===== src/rtl/dmem_arbiter_if.sv =====
// Request/response bus for dmem_arbiter.
// Carries both requester ports and the data-memory side. The slave modport is
// the arbiter's view. The master modport is the environment's view (the two
// requesters plus the memory).
interface dmem_arbiter_if #(
  parameter int unsigned ADDR_W = 32,
  parameter int unsigned DATA_W = 32
);
  // Requester port 0 (CPU LSU) and port 1 (debug/loader)
  logic              req0, req1;
  logic              we0, we1;
  logic [1:0]        lsc0, lsc1;
  logic              sx0, sx1;
  logic [ADDR_W-1:0] addr0, addr1;
  logic [DATA_W-1:0] wdata0, wdata1;
  logic              ack0, ack1;
  logic              err0, err1;
  logic [DATA_W-1:0] rdata;
  // Memory side
  logic              mem_read;
  logic              mem_write;
  logic [1:0]        mem_lsc;
  logic              mem_sx;
  logic [ADDR_W-1:0] mem_addr;
  logic [DATA_W-1:0] mem_wdata;
  logic [DATA_W-1:0] mem_rdata;
  // Status
  logic              busy;

  modport slave (
    input  req0, req1, we0, we1, lsc0, lsc1, sx0, sx1, addr0, addr1, wdata0, wdata1,
    input  mem_rdata,
    output ack0, ack1, err0, err1, rdata,
    output mem_read, mem_write, mem_lsc, mem_sx, mem_addr, mem_wdata,
    output busy
  );

  modport master (
    output req0, req1, we0, we1, lsc0, lsc1, sx0, sx1, addr0, addr1, wdata0, wdata1,
    output mem_rdata,
    input  ack0, ack1, err0, err1, rdata,
    input  mem_read, mem_write, mem_lsc, mem_sx, mem_addr, mem_wdata,
    input  busy
  );
endinterface


===== src/rtl/dmem_arbiter.sv =====
// Two-port round-robin arbiter and access sequencer for a single-ported data memory.
// Sequence: IDLE (grant and latch command) -> ACCESS (one memory cycle) -> RESP (ack).
// Illegal commands go straight from IDLE to RESP with err set and no memory cycle.
// Optional macro DMEM_ARB_ALIGN_CHECK_EN also rejects misaligned halfword and word
// accesses.
module dmem_arbiter #(
  parameter int unsigned ADDR_W    = 32,
  parameter int unsigned DATA_W    = 32,
  parameter int unsigned PRIO_INIT = 0
) (
  input  logic          clock,
  input  logic          reset_n,
  dmem_arbiter_if.slave bus
);

  typedef enum logic [1:0] {StIdle, StAccess, StResp} state_e;

  state_e            state_q, state_d;
  logic              prio_q, prio_d;
  logic              owner_q, owner_d;
  logic              err_q, err_d;
  logic              we_q, we_d;
  logic [1:0]        lsc_q, lsc_d;
  logic              sx_q, sx_d;
  logic [ADDR_W-1:0] addr_q, addr_d;
  logic [DATA_W-1:0] wdata_q, wdata_d;
  logic [DATA_W-1:0] rdata_q, rdata_d;

  logic              grant;
  logic              win;
  logic              sel_we;
  logic [1:0]        sel_lsc;
  logic              sel_sx;
  logic [ADDR_W-1:0] sel_addr;
  logic [DATA_W-1:0] sel_wdata;
  logic              legal;

  // Pick the winner and mux its command fields; prio only matters on a tie
  always_comb begin
    grant     = bus.req0 | bus.req1;
    win       = (bus.req0 & bus.req1) ? prio_q : bus.req1;
    sel_we    = win ? bus.we1    : bus.we0;
    sel_lsc   = win ? bus.lsc1   : bus.lsc0;
    sel_sx    = win ? bus.sx1    : bus.sx0;
    sel_addr  = win ? bus.addr1  : bus.addr0;
    sel_wdata = win ? bus.wdata1 : bus.wdata0;
`ifdef DMEM_ARB_ALIGN_CHECK_EN
    legal = (sel_lsc != 2'd3) &&
            !((sel_lsc == 2'd1) && sel_addr[0]) &&
            !((sel_lsc == 2'd2) && (sel_addr[1:0] != 2'b00));
`else
    legal = (sel_lsc != 2'd3);
`endif
  end

  // Next-state logic for the access sequencer and command registers
  always_comb begin
    state_d = state_q;
    prio_d  = prio_q;
    owner_d = owner_q;
    err_d   = err_q;
    we_d    = we_q;
    lsc_d   = lsc_q;
    sx_d    = sx_q;
    addr_d  = addr_q;
    wdata_d = wdata_q;
    rdata_d = rdata_q;
    case (state_q)
      StIdle: begin
        if (grant) begin
          owner_d = win;
          prio_d  = ~win;
          we_d    = sel_we;
          lsc_d   = sel_lsc;
          sx_d    = sel_sx;
          addr_d  = sel_addr;
          wdata_d = sel_wdata;
          // Cleared here so rejected accesses and stores return zero
          rdata_d = '0;
          err_d   = ~legal;
          state_d = legal ? StAccess : StResp;
        end
      end
      StAccess: begin
        rdata_d = we_q ? '0 : bus.mem_rdata;
        state_d = StResp;
      end
      StResp: begin
        state_d = StIdle;
      end
      default: begin
        state_d = StIdle;
      end
    endcase
  end

  // State and command registers; reset aborts any access in flight
  always_ff @(posedge clock or negedge reset_n) begin
    if (!reset_n) begin
      state_q <= StIdle;
      prio_q  <= PRIO_INIT[0];
      owner_q <= 1'b0;
      err_q   <= 1'b0;
      we_q    <= 1'b0;
      lsc_q   <= 2'd0;
      sx_q    <= 1'b0;
      addr_q  <= '0;
      wdata_q <= '0;
      rdata_q <= '0;
    end else begin
      state_q <= state_d;
      prio_q  <= prio_d;
      owner_q <= owner_d;
      err_q   <= err_d;
      we_q    <= we_d;
      lsc_q   <= lsc_d;
      sx_q    <= sx_d;
      addr_q  <= addr_d;
      wdata_q <= wdata_d;
      rdata_q <= rdata_d;
    end
  end

  // Outputs: strobes only in ACCESS, ack to the owner only in RESP
  always_comb begin
    bus.mem_read  = (state_q == StAccess) & ~we_q;
    bus.mem_write = (state_q == StAccess) & we_q;
    bus.mem_lsc   = lsc_q;
    bus.mem_sx    = sx_q;
    bus.mem_addr  = addr_q;
    bus.mem_wdata = wdata_q;
    bus.ack0      = (state_q == StResp) & ~owner_q;
    bus.ack1      = (state_q == StResp) & owner_q;
    bus.err0      = (state_q == StResp) & ~owner_q & err_q;
    bus.err1      = (state_q == StResp) & owner_q & err_q;
    bus.rdata     = rdata_q;
    bus.busy      = (state_q != StIdle);
  end

endmodule


===== src/flat_wrapper.sv =====
// flat-port wrapper written by rule: the top's interface ports become plain ports
module dmem_arbiter_flat 
#(
  parameter int unsigned ADDR_W    = 32,
  parameter int unsigned DATA_W    = 32,
  parameter int unsigned PRIO_INIT = 0
)
  (clock, reset_n, bus_req0, bus_req1, bus_we0, bus_we1, bus_lsc0, bus_lsc1, bus_sx0, bus_sx1, bus_addr0, bus_addr1, bus_wdata0, bus_wdata1, bus_mem_rdata, bus_ack0, bus_ack1, bus_err0, bus_err1, bus_rdata, bus_mem_read, bus_mem_write, bus_mem_lsc, bus_mem_sx, bus_mem_addr, bus_mem_wdata, bus_busy);
  dmem_arbiter_if #(.ADDR_W(ADDR_W), .DATA_W(DATA_W)) bus_i ();
  input  logic clock;
  input  logic reset_n;
  input wire logic [$bits(bus_i.req0)-1:0] bus_req0;
  input wire logic [$bits(bus_i.req1)-1:0] bus_req1;
  input wire logic [$bits(bus_i.we0)-1:0] bus_we0;
  input wire logic [$bits(bus_i.we1)-1:0] bus_we1;
  input wire logic [$bits(bus_i.lsc0)-1:0] bus_lsc0;
  input wire logic [$bits(bus_i.lsc1)-1:0] bus_lsc1;
  input wire logic [$bits(bus_i.sx0)-1:0] bus_sx0;
  input wire logic [$bits(bus_i.sx1)-1:0] bus_sx1;
  input wire logic [$bits(bus_i.addr0)-1:0] bus_addr0;
  input wire logic [$bits(bus_i.addr1)-1:0] bus_addr1;
  input wire logic [$bits(bus_i.wdata0)-1:0] bus_wdata0;
  input wire logic [$bits(bus_i.wdata1)-1:0] bus_wdata1;
  input wire logic [$bits(bus_i.mem_rdata)-1:0] bus_mem_rdata;
  output wire logic [$bits(bus_i.ack0)-1:0] bus_ack0;
  output wire logic [$bits(bus_i.ack1)-1:0] bus_ack1;
  output wire logic [$bits(bus_i.err0)-1:0] bus_err0;
  output wire logic [$bits(bus_i.err1)-1:0] bus_err1;
  output wire logic [$bits(bus_i.rdata)-1:0] bus_rdata;
  output wire logic [$bits(bus_i.mem_read)-1:0] bus_mem_read;
  output wire logic [$bits(bus_i.mem_write)-1:0] bus_mem_write;
  output wire logic [$bits(bus_i.mem_lsc)-1:0] bus_mem_lsc;
  output wire logic [$bits(bus_i.mem_sx)-1:0] bus_mem_sx;
  output wire logic [$bits(bus_i.mem_addr)-1:0] bus_mem_addr;
  output wire logic [$bits(bus_i.mem_wdata)-1:0] bus_mem_wdata;
  output wire logic [$bits(bus_i.busy)-1:0] bus_busy;
  assign bus_i.req0 = bus_req0;
  assign bus_i.req1 = bus_req1;
  assign bus_i.we0 = bus_we0;
  assign bus_i.we1 = bus_we1;
  assign bus_i.lsc0 = bus_lsc0;
  assign bus_i.lsc1 = bus_lsc1;
  assign bus_i.sx0 = bus_sx0;
  assign bus_i.sx1 = bus_sx1;
  assign bus_i.addr0 = bus_addr0;
  assign bus_i.addr1 = bus_addr1;
  assign bus_i.wdata0 = bus_wdata0;
  assign bus_i.wdata1 = bus_wdata1;
  assign bus_i.mem_rdata = bus_mem_rdata;
  assign bus_ack0 = bus_i.ack0;
  assign bus_ack1 = bus_i.ack1;
  assign bus_err0 = bus_i.err0;
  assign bus_err1 = bus_i.err1;
  assign bus_rdata = bus_i.rdata;
  assign bus_mem_read = bus_i.mem_read;
  assign bus_mem_write = bus_i.mem_write;
  assign bus_mem_lsc = bus_i.mem_lsc;
  assign bus_mem_sx = bus_i.mem_sx;
  assign bus_mem_addr = bus_i.mem_addr;
  assign bus_mem_wdata = bus_i.mem_wdata;
  assign bus_busy = bus_i.busy;
  dmem_arbiter #(.ADDR_W(ADDR_W), .DATA_W(DATA_W), .PRIO_INIT(PRIO_INIT)) u_core (.clock(clock), .reset_n(reset_n), .bus(bus_i));
endmodule

===== config.mk =====
export PLATFORM = sky130hd
export DESIGN_NAME = dmem_arbiter_flat
export DESIGN_NICKNAME = d
export VERILOG_FILES = /design/src/rtl/dmem_arbiter_if.sv /design/src/rtl/dmem_arbiter.sv /design/src/flat_wrapper.sv
export SDC_FILE = /design/constraint.sdc
export NUM_CORES = 1
export LEC_CHECK = 0
export CORE_MARGIN = 4
export CORE_UTILIZATION = 25
export DETAILED_ROUTE_END_ITERATION = 8
export PLACE_DENSITY_LB_ADDON = 0.15
export SYNTH_ARGS = -nofsm -noshare
export SYNTH_HDL_FRONTEND = slang
export SYNTH_SLANG_ARGS = --single-unit

===== constraint.sdc =====
create_clock -name clock -period 2.1 [get_ports clock]
set_input_delay 0.42 -clock clock [delete_from_list [all_inputs] [get_ports clock]]
set_output_delay 0.42 -clock clock [all_outputs]
set_load 0.02 [all_outputs]

### Word level (Yosys, flattened, before mapping)

Cells that the tools add are included.

| storage, ports and cells | value |
|---|---|
| register bits | 105 |
| logic and storage cells | 43 |

| operators by class | value |
|---|---|
| equality and inequality tests | 4 |
| muxes and demuxes | 12 |
| bitwise logic cells | 12 |
| reduce and logical (&&, ||, !) cells | 5 |

Operator list:

| cell | number |
|---|---|
| 32-bit 2-to-1 mux | 4 |
| 32-bit one-hot mux with 2 select lines | 1 |
| 1-bit AND | 7 |
| 2-bit 2-to-1 mux | 3 |
| 1-bit NOT | 4 |
| 2-bit one-hot mux with 2 select lines | 1 |
| 2-bit AND reduction | 2 |
| 2-bit nonzero test | 2 |
| 1-bit 2-to-1 mux | 3 |
| 2-bit by 1-bit == test with 1-bit output, second input constant | 1 |
| 2-bit == test, second input constant | 1 |
| 2-bit zero test | 1 |
| 2-bit by 1-bit != test with 1-bit output, second input constant | 1 |
| 2-bit != test, second input constant | 1 |
| 1-bit OR | 1 |

### Logic depth before layout (Yosys ltp)

| logic depth | value |
|---|---|
| word-level depth | 7 |
| gate-level depth with buffers | 6 |
| depth with buffers taken out | 3 |

### Worst setup path before layout

OpenSTA, ideal clock, no wires.

| timing | value |
|---|---|
| kind | reg-to-output |
| start point | register u_core.state_q[0] |
| end point | output bus_err0 |
| arrival time | 1.351 ns |
| path slack | 0.329 ns |
| cell stages (with the launch flop) | 3 |
| path buffers | 0 |
| cell sequence | dfrtp_1 > nor3b_1 > and2_1 |

| between the ends | value |
|---|---|
| longest elaborated chain between the ends | 3 |

Ends and longest elaborated chain:

| element | RTL line | source |
|---|---|---|
| start, declared | dmem_arbiter.sv:18 | `state_e state_q, state_d;` |
| start signal, assigned | dmem_arbiter.sv:100 | `state_q <= StIdle;` |
| start signal, assigned | dmem_arbiter.sv:111 | `state_q <= state_d;` |
| 2-bit == test | - |  |
| 1-bit AND | - |  |
| named net bus_ack0 | flat_wrapper.sv:25 | `output wire logic [$bits(bus_i.ack0)-1:0] bus_ack0;` |
| 1-bit AND | dmem_arbiter.sv:134 | `bus.err0 = (state_q == StResp) & ~owner_q & err_q;` |
| end, declared | flat_wrapper.sv:27 | `output wire logic [$bits(bus_i.err0)-1:0] bus_err0;` |

The timed path passes the listed nets, and every way through them passes these cells.

### Worst setup path in the final report

| timing | value |
|---|---|
| start point | register u_core.state_q[0] |
| end point | output bus_err1 |

| between the ends | value |
|---|---|
| longest elaborated chain between the ends | 3 |

Ends and longest elaborated chain:

| element | RTL line | source |
|---|---|---|
| 2-bit == test | dmem_arbiter.sv:135 | `bus.err1 = (state_q == StResp) & owner_q & err_q;` |
| 1-bit AND (2 in series) | dmem_arbiter.sv:135 |  |
| end, declared | flat_wrapper.sv:28 | `output wire logic [$bits(bus_i.err1)-1:0] bus_err1;` |

Every way passes these cells.

==> results.yml <==
floorplan:
  die_y_um: 142
  die_area_mm2: 0.0200
  num_io_pins: 278
  num_rows: 48
  start_util_pct: 25.6
  die_w_um: 142
  core_area_mm2: 0.0174
sta:
  max_freq_mhz: 531
  drv_slew: 0
  rsz0062_at_grt: "false"
  clock_skew_ns: 0.00744
  tightest_slew_ns: 0.374
  hold_violations: 0
  setup_viol: 0
  timing.setup.tns_ns: 0
  finalCritPeriodShare_pct: 89.7
  maxSlewHeadroom_pct: 74.9
  min_period_ns: 1.88
clock_tree:
  path_clk_slew_ns: 0.07
  cts-root-buf: "clkbuf_16"
  max-clock-path-buffers: 2
  cts.sinks: 105
  cts_setup_buffers: 0
  cts.htree.levels: 3
  cts-buffers-inserted: 9
  clk_latency_ns: 0.35
  cts_tree: "done"
global_route:
  grt_start_max_net_pins: 73
  antenna_found_initial: 0
  grt_pass1_wl_um: 25400
  grt_pass1_vias: 4520
  overflow: 0
  grt.total_usage_pct: 16.1
finish:
  design_area_mm2: 0.00795
  antenna_cells: 0
  drive_above_1_share_pct: 6.36
  final_common_cell: "clkdlybuf4s50_1"
  num-nets-final: 780
  mostFrequentLayoutCells: "clkdlybuf4s50_1, dfrtp_1, a221o_1"
  syn_to_final_growth_pct: 78.3
placement:
  place.gp.congestion: 0.821
  port_buffers: 277
  hpwl_um: 11700
  placed_area_mm2: 0.00759
worst_setup_path:
  cp_max_fo: 4
  cp.required_ns: 1.68
  rr_worst_depth: 6
  cp-start-kind: "register"
  critPathCaptureType: "primary output"
  crit_type: "reg2out"
  worstPathArrival_ns: 1.46
drt:
  routed_wl_um: 16300
  vias: 4136
  wl_per_cell_um: 19.5
  ant_nets: 0
  via_per_inst: 4.94
  dr.pass1.iters: 4
  drc: 0
  first_iter_violations: 178
logic_synthesis:
  synth_cell_type_count: 28
  yosys_warnings: 0
  synth_seq_area_share_pct: 58.9
  yosys_register_bits: 105
  avgSynthCellArea_um2: 13.1
  synth_nets: 512
  syn_inst: 340
  synth_area_mm2: 0.00446
power:
  p_leak_nw: 3.30
  p_per_area_mw_per_mm2: 1470
  ir_worst_vdd_mv: 0.697
status:
  outcome: "completed"
hold_path:
  hp-class: "in2async"
job:
  max-cap-violations: 0
metal layers:
layer / vias to the layer above / GRT usage [%] / part of all wire (%)
li1: 1895 / - / -
met1: 2017 / 19.4 / 41
met2: 207 / 26.4 / 48
met3: 17 / 6.61 / 9.8
met4: 0 / 4.55 / 1.8
met5: - / 0 / 0
synthesized netlist by cell type, drive strengths merged:
master    n  area [um^2]
buf      14         96.3
a31oi     4         25.0
a21boi   65          488
nor4      1         12.5
o211ai    1         7.51
inv       3         11.3
and3      2         12.5
nand2     2         7.51
o21bai    1         11.3
clkbuf   22         82.6
and2      3         18.8
a21o      2         15.0
dfrtp   105         2630
and3b     1         8.76
nand2b    1         6.26
nand3b    2         15.0
o21ai     2         10.0
nor3b     1         7.51
a22o     32          280
a21oi     4         20.0
or2       1         6.26
nand4b    1         8.76
nor2      3         13.8
nor2b     1         6.26
a221o    66          661
worst max-delay path: stages, from the launching register on:
cell and delay, ns:
dfrtp_1 0.42, and3b_1 0.24, and2_1 0.12, dlygate4sd2_1 0.33
power by group:
part / switching [mW] / leakage [nW] / internal [mW]
clock network: 0.767 / 0.169 / 1.20
logic: 3.09 / 1.80 / 3.15
registers: 0.537 / 1.33 / 2.96
flip-flops by register name, indices dropped and copies added, names as in the netlist:
name	count
u_core.state_q	2
u_core.err_q	1
u_core.bus.mem_addr	32
u_core.bus.mem_sx	1
u_core.bus.mem_lsc	2
u_core.bus.rdata	32
u_core.bus.mem_wdata	32
u_core.owner_q	1
u_core.prio_q	1
u_core.we_q	1
stage by stage:
stage	worst slack, ns	utilization (%)	hold slack [ns]	instances	power [mW]
floorplan	0.329	-	0.124	340	6.73
detailed placement	0.0910	43.6	0.315	821	9.86
CTS	0.0217	45.6	0.473	838	11.9
global placement	0.111	43.6	0.310	821	9.78
global route	0.115	45.7	0.500	838	12.4
finish	0.216	45.7	0.484	838	11.7
repair_timing:
action	4_1_cts	5_1_grt
gates cloned	0	0
endpoints found under the hold margin	16	0
hold buffers	1	0
gates resized for setup	6	2
pin swaps	0	0
endpoints found under the setup margin	6	2
final cells by class:
type / instances / area, um^2
clock buffers: 10 / 239
clock inverters: 6 / 115
fillers: 1556 / 9470
inverters: 3 / 11.3
multi-input cells: 196 / 1660
flip-flops and latches: 105 / 2630
well taps: 225 / 282
repair buffers: 293 / 3010
logic make-up (layout without fill, tap and decap cells):
kind of cell / count (synthesis) / after routing / share of synthesized area, %
compound gates: 177 / 177 / 34.0
buf+inv: 39 / 312 / 4.26
flops: 105 / 105 / 58.9
simple gates: 19 / 19 / 2.78
path summary, 6_finish.rpt:
| check | from | endpoint | slack (ns) |
|---|---|---|---|
| min | reset_n | u_core.bus.rdata[14] | 0.48 |
| max reg2reg | u_core.state_q[0] | u_core.bus.mem_wdata[3] | 0.34 |
| max | u_core.state_q[0] | bus_err1 | 0.22 |
| max in group asynchronous | reset_n | u_core.bus.mem_wdata[0] | 1.06 |
| min reg2reg | u_core.bus.rdata[14] | u_core.bus.rdata[14] | 0.50 |
| min in group clock | u_core.bus.rdata[14] | u_core.bus.rdata[14] | 0.50 |
(Power assumes the default switching activity.)
